===== src/rtl/sample_io_bridge_if.sv =====
// Signal bundle between the codec front end, pipeline_seq and sample_io_bridge.
// The bridge takes the master modport; the codec/pipeline side takes slave.
interface sample_io_bridge_if #(
   parameter int unsigned data_width = 16
);
   logic                  enable;
   logic [data_width-1:0] adc_sample;
   logic                  adc_valid;
   logic [data_width-1:0] pipe_in_sample;
   logic                  pipe_in_valid;
   logic [data_width-1:0] pipe_out_sample;
   logic                  pipe_ready;
   logic                  pipe_error;
   logic [data_width-1:0] dac_sample;
   logic                  dac_valid;
   logic [15:0]           overrun_count;
   logic                  timeout_flag;
   logic                  busy;

   modport master (
      input  enable,
      input  adc_sample,
      input  adc_valid,
      input  pipe_out_sample,
      input  pipe_ready,
      input  pipe_error,
      output pipe_in_sample,
      output pipe_in_valid,
      output dac_sample,
      output dac_valid,
      output overrun_count,
      output timeout_flag,
      output busy
   );

   modport slave (
      output enable,
      output adc_sample,
      output adc_valid,
      output pipe_out_sample,
      output pipe_ready,
      output pipe_error,
      input  pipe_in_sample,
      input  pipe_in_valid,
      input  dac_sample,
      input  dac_valid,
      input  overrun_count,
      input  timeout_flag,
      input  busy
   );
endinterface


===== src/rtl/sample_io_bridge.sv =====
// Buffers one ADC sample per frame, hands it to pipeline_seq and returns the processed
// sample to the DAC; bypasses or replays the last good sample on disable, error or timeout.
module sample_io_bridge #(
   parameter int unsigned data_width     = 16,
   parameter int unsigned timeout_cycles = 4096,
   parameter int unsigned busy_window    = 4
) (
   input logic                clk,
   input logic                reset,
   sample_io_bridge_if.master bus
);
   localparam int unsigned cnt_width   = $clog2(timeout_cycles + 1);
   localparam int unsigned count_width = 16;

   typedef logic [data_width-1:0] sample_t;
   typedef logic [cnt_width-1:0]  cnt_t;
   typedef enum logic [2:0] {
      idle,
      issue,
      wait_busy,
      wait_done,
      capture,
      abort
   } state_t;

   state_t                 state;
   sample_t                held;
   sample_t                last_good;
   sample_t                pipe_in_sample;
   sample_t                dac_sample;
   logic                   pending;
   logic                   pipe_in_valid;
   logic                   dac_valid;
   logic                   timeout_flag;
   logic                   busy;
   logic [count_width-1:0] overrun_count;
   cnt_t                   total_cnt;

   logic go_issue_c;
   logic go_bypass_c;
   logic go_done_c;
   logic go_capture_c;
   logic go_abort_c;
   logic timed_out_c;
   logic pend_clear_c;

   // Transition decisions; total_cnt equals the number of cycles since ISSUE
   always_comb begin
      go_issue_c   = 1'b0;
      go_bypass_c  = 1'b0;
      go_done_c    = 1'b0;
      go_capture_c = 1'b0;
      go_abort_c   = 1'b0;
      timed_out_c  = (total_cnt >= cnt_t'(timeout_cycles - 1));
      case (state)
         idle: begin
            if (pending) begin
               if (!bus.enable || bus.pipe_error) begin
                  go_bypass_c = 1'b1;
               end else if (bus.pipe_ready) begin
                  go_issue_c = 1'b1;
               end
            end
         end
         wait_busy: begin
            // ready is only trusted from the second WAIT_BUSY cycle on
            if ((total_cnt > cnt_t'(1)) && !bus.pipe_ready) begin
               go_done_c = 1'b1;
            end else if ((total_cnt >= cnt_t'(busy_window)) || timed_out_c) begin
               go_abort_c = 1'b1;
            end
         end
         wait_done: begin
            if (bus.pipe_ready) begin
               go_capture_c = 1'b1;
            end else if (bus.pipe_error || timed_out_c) begin
               go_abort_c = 1'b1;
            end
         end
         default: begin
         end
      endcase
   end

   assign pend_clear_c = (state == issue) || go_bypass_c;

   // Holding register; a strobe landing on the clearing cycle refills it without an overrun
   always_ff @(posedge clk) begin
      if (reset) begin
         held          <= '0;
         pending       <= 1'b0;
         overrun_count <= '0;
      end else if (bus.adc_valid) begin
         held    <= bus.adc_sample;
         pending <= 1'b1;
         if (pending && !pend_clear_c && (overrun_count != '1)) begin
            overrun_count <= overrun_count + count_width'(1);
         end
      end else if (pend_clear_c) begin
         pending <= 1'b0;
      end
   end

   // Sequencer; outputs for a state are registered on the edge that enters it
   always_ff @(posedge clk) begin
      if (reset) begin
         state          <= idle;
         pipe_in_sample <= '0;
         pipe_in_valid  <= 1'b0;
         dac_sample     <= '0;
         dac_valid      <= 1'b0;
         last_good      <= '0;
         timeout_flag   <= 1'b0;
         busy           <= 1'b0;
         total_cnt      <= '0;
      end else begin
         pipe_in_valid <= 1'b0;
         dac_valid     <= 1'b0;
         case (state)
            idle: begin
               if (go_issue_c) begin
                  state          <= issue;
                  pipe_in_sample <= held;
                  pipe_in_valid  <= 1'b1;
                  busy           <= 1'b1;
               end else if (go_bypass_c) begin
                  dac_sample <= held;
                  dac_valid  <= 1'b1;
               end
            end
            issue: begin
               state     <= wait_busy;
               total_cnt <= cnt_t'(1);
            end
            wait_busy, wait_done: begin
               if (total_cnt != '1) begin
                  total_cnt <= total_cnt + cnt_t'(1);
               end
               if (go_done_c) begin
                  state <= wait_done;
               end else if (go_capture_c) begin
                  state      <= capture;
                  dac_sample <= bus.pipe_out_sample;
                  last_good  <= bus.pipe_out_sample;
                  dac_valid  <= 1'b1;
               end else if (go_abort_c) begin
                  state        <= abort;
                  dac_sample   <= last_good;
                  dac_valid    <= 1'b1;
                  timeout_flag <= 1'b1;
               end
            end
            capture, abort: begin
               state <= idle;
               busy  <= 1'b0;
            end
            default: begin
               state <= idle;
               busy  <= 1'b0;
            end
         endcase
      end
   end

   assign bus.pipe_in_sample = pipe_in_sample;
   assign bus.pipe_in_valid  = pipe_in_valid;
   assign bus.dac_sample     = dac_sample;
   assign bus.dac_valid      = dac_valid;
   assign bus.overrun_count  = overrun_count;
   assign bus.timeout_flag   = timeout_flag;
   assign bus.busy           = busy;
endmodule

===== src/flat_wrapper.sv =====
// flat-port wrapper written by rule: the top's interface ports become plain ports
module sample_io_bridge_flat 
#(
   parameter int unsigned data_width     = 16,
   parameter int unsigned timeout_cycles = 4096,
   parameter int unsigned busy_window    = 4
)
  (clk, reset, bus_enable, bus_adc_sample, bus_adc_valid, bus_pipe_out_sample, bus_pipe_ready, bus_pipe_error, bus_pipe_in_sample, bus_pipe_in_valid, bus_dac_sample, bus_dac_valid, bus_overrun_count, bus_timeout_flag, bus_busy);
  sample_io_bridge_if #(.data_width(data_width)) bus_i ();
  input logic clk;
  input logic reset;
  input wire logic [$bits(bus_i.enable)-1:0] bus_enable;
  input wire logic [$bits(bus_i.adc_sample)-1:0] bus_adc_sample;
  input wire logic [$bits(bus_i.adc_valid)-1:0] bus_adc_valid;
  input wire logic [$bits(bus_i.pipe_out_sample)-1:0] bus_pipe_out_sample;
  input wire logic [$bits(bus_i.pipe_ready)-1:0] bus_pipe_ready;
  input wire logic [$bits(bus_i.pipe_error)-1:0] bus_pipe_error;
  output wire logic [$bits(bus_i.pipe_in_sample)-1:0] bus_pipe_in_sample;
  output wire logic [$bits(bus_i.pipe_in_valid)-1:0] bus_pipe_in_valid;
  output wire logic [$bits(bus_i.dac_sample)-1:0] bus_dac_sample;
  output wire logic [$bits(bus_i.dac_valid)-1:0] bus_dac_valid;
  output wire logic [$bits(bus_i.overrun_count)-1:0] bus_overrun_count;
  output wire logic [$bits(bus_i.timeout_flag)-1:0] bus_timeout_flag;
  output wire logic [$bits(bus_i.busy)-1:0] bus_busy;
  assign bus_i.enable = bus_enable;
  assign bus_i.adc_sample = bus_adc_sample;
  assign bus_i.adc_valid = bus_adc_valid;
  assign bus_i.pipe_out_sample = bus_pipe_out_sample;
  assign bus_i.pipe_ready = bus_pipe_ready;
  assign bus_i.pipe_error = bus_pipe_error;
  assign bus_pipe_in_sample = bus_i.pipe_in_sample;
  assign bus_pipe_in_valid = bus_i.pipe_in_valid;
  assign bus_dac_sample = bus_i.dac_sample;
  assign bus_dac_valid = bus_i.dac_valid;
  assign bus_overrun_count = bus_i.overrun_count;
  assign bus_timeout_flag = bus_i.timeout_flag;
  assign bus_busy = bus_i.busy;
  sample_io_bridge #(.data_width(data_width), .timeout_cycles(timeout_cycles), .busy_window(busy_window)) u_core (.clk(clk), .reset(reset), .bus(bus_i));
endmodule

===== config.mk =====
export PLATFORM = sky130hd
export DESIGN_NAME = sample_io_bridge_flat
export DESIGN_NICKNAME = d
export VERILOG_FILES = /design/src/rtl/sample_io_bridge_if.sv /design/src/rtl/sample_io_bridge.sv /design/src/flat_wrapper.sv
export SDC_FILE = /design/constraint.sdc
export NUM_CORES = 1
export LEC_CHECK = 0
export ABC_AREA = 1
export BUFFER_PORTS_ARGS = -buffer_cell sky130_fd_sc_hd__buf_2
export CAP_MARGIN = 20
export CORE_MARGIN = 5
export CORE_UTILIZATION = 55
export CTS_CLUSTER_SIZE = 25
export DETAILED_ROUTE_END_ITERATION = 16
export GPL_TIMING_DRIVEN = 0
export HOLD_SLACK_MARGIN = 0.06
export PLACE_DENSITY = 0.88
export SLEW_MARGIN = 10
export SYNTH_ARGS = -nofsm -noshare
export SYNTH_HDL_FRONTEND = slang
export SYNTH_SLANG_ARGS = --single-unit

===== constraint.sdc =====
create_clock -name clk -period 2.63 [get_ports clk]
set_clock_uncertainty 0.2 [all_clocks]
set_input_delay 0.263 -clock clk [delete_from_list [all_inputs] [get_ports clk]]
set_output_delay 0.263 -clock clk [all_outputs]
set_load 0.005 [all_outputs]

==> impl_results.md <==
- Prevailing post-synth register cell: dfxtp_1
- Status: finished, final reports clean
- Unrepaired setup endpoints after global routing: no
- Slowest CP cell: dfxtp_1
- Initial Utilization: a little under three fifths
- Hpwl dp: between 9000 and 10000 um
- Required @ worst endpoint: ~2.7 ns
- DR WL/cell: approximately 15 um
- Port Buf Inserts: 87
- Clk slew on worst S/H paths: roughly 0.09 ns
- Critical path launch point type: flop
- Commonest non-fill, non-tap cell in the layout: nor2_1
- H-tree depth: 3
- Final WL: 13400 um
- Final Cycle Share: 88.0%
- Slowest cell delay on critical path: between 0.4 and 0.5 ns
- Most frequent cells in the layout: nor2_1 (154), nand2_1 (124), dfxtp_1 (101), buf_2 (88), o21ai_0 (57)
- Die Wd: 101 um
- Pleak: between 0.002 and 0.003 uW
- Pwr Density: a little under 700 nW/um^2
- Worst R2R Path Depth: 12
- N_diodes: 0
- Crit path buf inv count: 2
- Synth Warn #: 0
- Post-Synthesis Cells: around 640
- Site Rows: 33
- Layout area overhead: 24.4%
- FF/Latch Area: 2020 sq um
- # clock sinks: about 100
- Worst flop-to-flop path startpoint: u_core.bus.overrun_count[0]$_SDFFE_PP0P_
- Post-CTS setup buffer count: 0
- Post-synth cell types: 36
- CTS max path bufs: 2
- Max Cap Viol: 0
- Largest net degree at the start of global routing: 16
- Worst slew margin: 63.0%
- Clock Latency Late Sink: 0.36 ns
- Root buffer cell: clkbuf_8
- CP dominant cell by count: nand2_1
- Fillers: between 600 and 700
- Layout cells sized above 1: about 17%
- Net count, final: between 800 and 900
- Hold path depth: 4
- GRT Util Overall: a little over a quarter
- Worst vdd ir: roughly 0.5 mV
- First-pass GRT wire length: roughly 22000 um
- Worst-margin pin slew: roughly 0.55 ns
- Drt first pass iters: 5
- Shortest period the worst path allows: about 2.3 ns
- Initial antenna violation count: 0
- Post-Syn Area per Cell: about 7.1 sq um
- Number of gates resized after cts: 0
- Vias in the first global route: about 4800
- Final hold violations: 0
- WHS Endpoint: u_core.state[0]$_SDFFE_PP0P_
- Final core occ: between 60% and 70%
- DRC: 0
- TritonCTS clock tree: yes
- Crit path max-delay family: simple AND/OR/NAND/NOR gates
- Reg2reg end: u_core.bus.overrun_count[13]$_SDFFE_PP0P_
- Remaining antenna violation count: 0
- Hold Path Class: input port to flop
- Starting DRT DRC Count: between 200 and 300
- R2r setup slk: around 0.32 ns
- Number of top-level pins: 90
- Post-synth EDFFs: 0
- Register bit total from synthesis: 101
- Via count: ~4700
- Sequential element share of the synthesized area: 44.3%
- Post-Syn Nets: between 600 and 700
- Fmax: about 0.43 GHz
- WP data arrival: 2.41 ns
- Final Max Tran Viols: 0
- CTS Buf Count: 9
- Gr ovfl total: 0
- Multi-input gate area: 2170 sq um
- Hold_buf cts: 32
- Post-synth ARST share: 0%
- Crit path max fanout: 10
- Drt via density: 5.32
- Setup CP Type: flop to flop
- Final setup fails: 0
- Hold Startpoint: bus_pipe_ready
- CP Capture Type: flop
- Crit-path cells: ha_1, nand2_1, nor2_1, nand3_1, nor3_2, nand2_1, nand2_1, nor2_4, inv_2, buf_4, nand2_1, a21oi_1
- Routability cong.: approximately 0.94
- Mapped Area: about 4600 sq um
- Die height: ~100 um
- Fin Setup TNS: 0 ns
- Die area: 10200 sq um
- Core area: around 8100 sq um
## cell usage after synthesis (4+ instances only)
| cell type | n | area, sq um |
|---|---|---|
| a21oi_1 | 26 | 130 |
| buf_6 | 4 | 45.0 |
| clkbuf_1 | 18 | 67.6 |
| dfxtp_1 | 101 | 2020 |
| ha_1 | 4 | 50.1 |
| inv_1 | 55 | 206 |
| inv_2 | 7 | 26.3 |
| mux2i_1 | 16 | 160 |
| nand2_1 | 124 | 465 |
| nand3_1 | 23 | 115 |
| nand3_2 | 4 | 40.0 |
| nand4_1 | 4 | 25.0 |
| nor2_1 | 154 | 578 |
| nor3_1 | 7 | 35.0 |
| o21ai_0 | 57 | 285 |
| xnor2_1 | 5 | 43.8 |
| xor2_1 | 4 | 35.0 |
## final cells by class
cell class                      instances  area share [%]
Clock inverter                          3            1.21
Sequential cell                       101            35.6
Multi-Input combinational cell        453            38.3
Clock buffer                           12            2.74
Inverter                               63            4.17
Timing Repair Buffer                  119            13.3
Tap cell                              105            2.32
Buffer                                 25            2.34
## worst max-delay path by stage
stage | startpoint | endpoint | slack, ns | cells past startpoint
global route | u_core.bus.overrun_count[0]$_SDFFE_PP0P_ | u_core.bus.overrun_count[10]$_SDFFE_PP0P_ | 0.13 | 12
floorplan | u_core.bus.overrun_count[0]$_SDFFE_PP0P_ | u_core.bus.overrun_count[10]$_SDFFE_PP0P_ | 0.73 | 12
CTS | u_core.bus.overrun_count[0]$_SDFFE_PP0P_ | u_core.bus.overrun_count[13]$_SDFFE_PP0P_ | 0.34 | 12
global placement | u_core.bus.overrun_count[0]$_SDFFE_PP0P_ | u_core.bus.overrun_count[8]$_SDFFE_PP0P_ | 0.51 | 11
finish | u_core.bus.overrun_count[0]$_SDFFE_PP0P_ | u_core.bus.overrun_count[13]$_SDFFE_PP0P_ | 0.32 | 12
detailed placement | u_core.bus.overrun_count[0]$_SDFFE_PP0P_ | u_core.bus.overrun_count[13]$_SDFFE_PP0P_ | 0.47 | 12
## worst reg2reg max path, cell delays in order (launching register included)
cell	delay [ns]
dfxtp_1	0.43
ha_1	0.27
nand2_1	0.08
nor2_1	0.19
nand3_1	0.18
nor3_2	0.18
nand2_1	0.07
nand2_1	0.11
nor2_4	0.08
inv_2	0.07
buf_4	0.17
nand2_1	0.07
a21oi_1	0.14
## state kept, by name, summed over array words and instances (netlist names)
register,count
u_core.bus.pipe_in_sample,16
u_core.total_cnt,13
u_core.bus.overrun_count,16
u_core.last_good,16
u_core.state,3
u_core.bus.dac_valid,1
u_core.pending,1
u_core.bus.dac_sample,16
u_core.bus.pipe_in_valid,1
u_core.bus.timeout_flag,1
u_core.bus.busy,1
u_core.held,16
## cell families after synthesis
logic type	Yosys count	synth area share, %
AOI/OAI and AO/OA	90	10.4
and+or+nand+nor	334	30.8
muxes	16	3.51
buffers and inverters	88	8.09
xor gates and xnor gates	9	1.73
DFF	101	44.3
adders and majority gates	4	1.10
## layer usage
metal / global-route usage (%) / vias up / part of all wire, %
li1: - / 2286 / -
met1: 30.4 / 2196 / 40
met4: 8.69 / 0 / 2.4
met3: 5.88 / 27 / 6.4
met2: 50.4 / 179 / 52
met5: 0 / - / 0
## power by group
part,leakage [uW],switching (uW),internal (uW)
combinational,0.00187,660,377
sequential,0.000822,98.6,1680
clock,0.000113,514,585
## stage by stage
stage / hold WS (ns) / power [uW] / std cells / cell area [sq um] / setup slack (ns)
2_1_floorplan: 0.198 / 2450 / 642 / 4560 / 0.734
3_3_place_gp: 0.265 / 2730 / 834 / 5130 / 0.511
3_5_place_dp: 0.270 / 2780 / 834 / 5130 / 0.472
4_1_cts: 0.127 / 3890 / 881 / 5670 / 0.340
5_1_grt: 0.173 / 4140 / 881 / 5670 / 0.130
6_report: 0.145 / 3910 / 881 / 5670 / 0.316
Power figures use the tool's default switching activity.
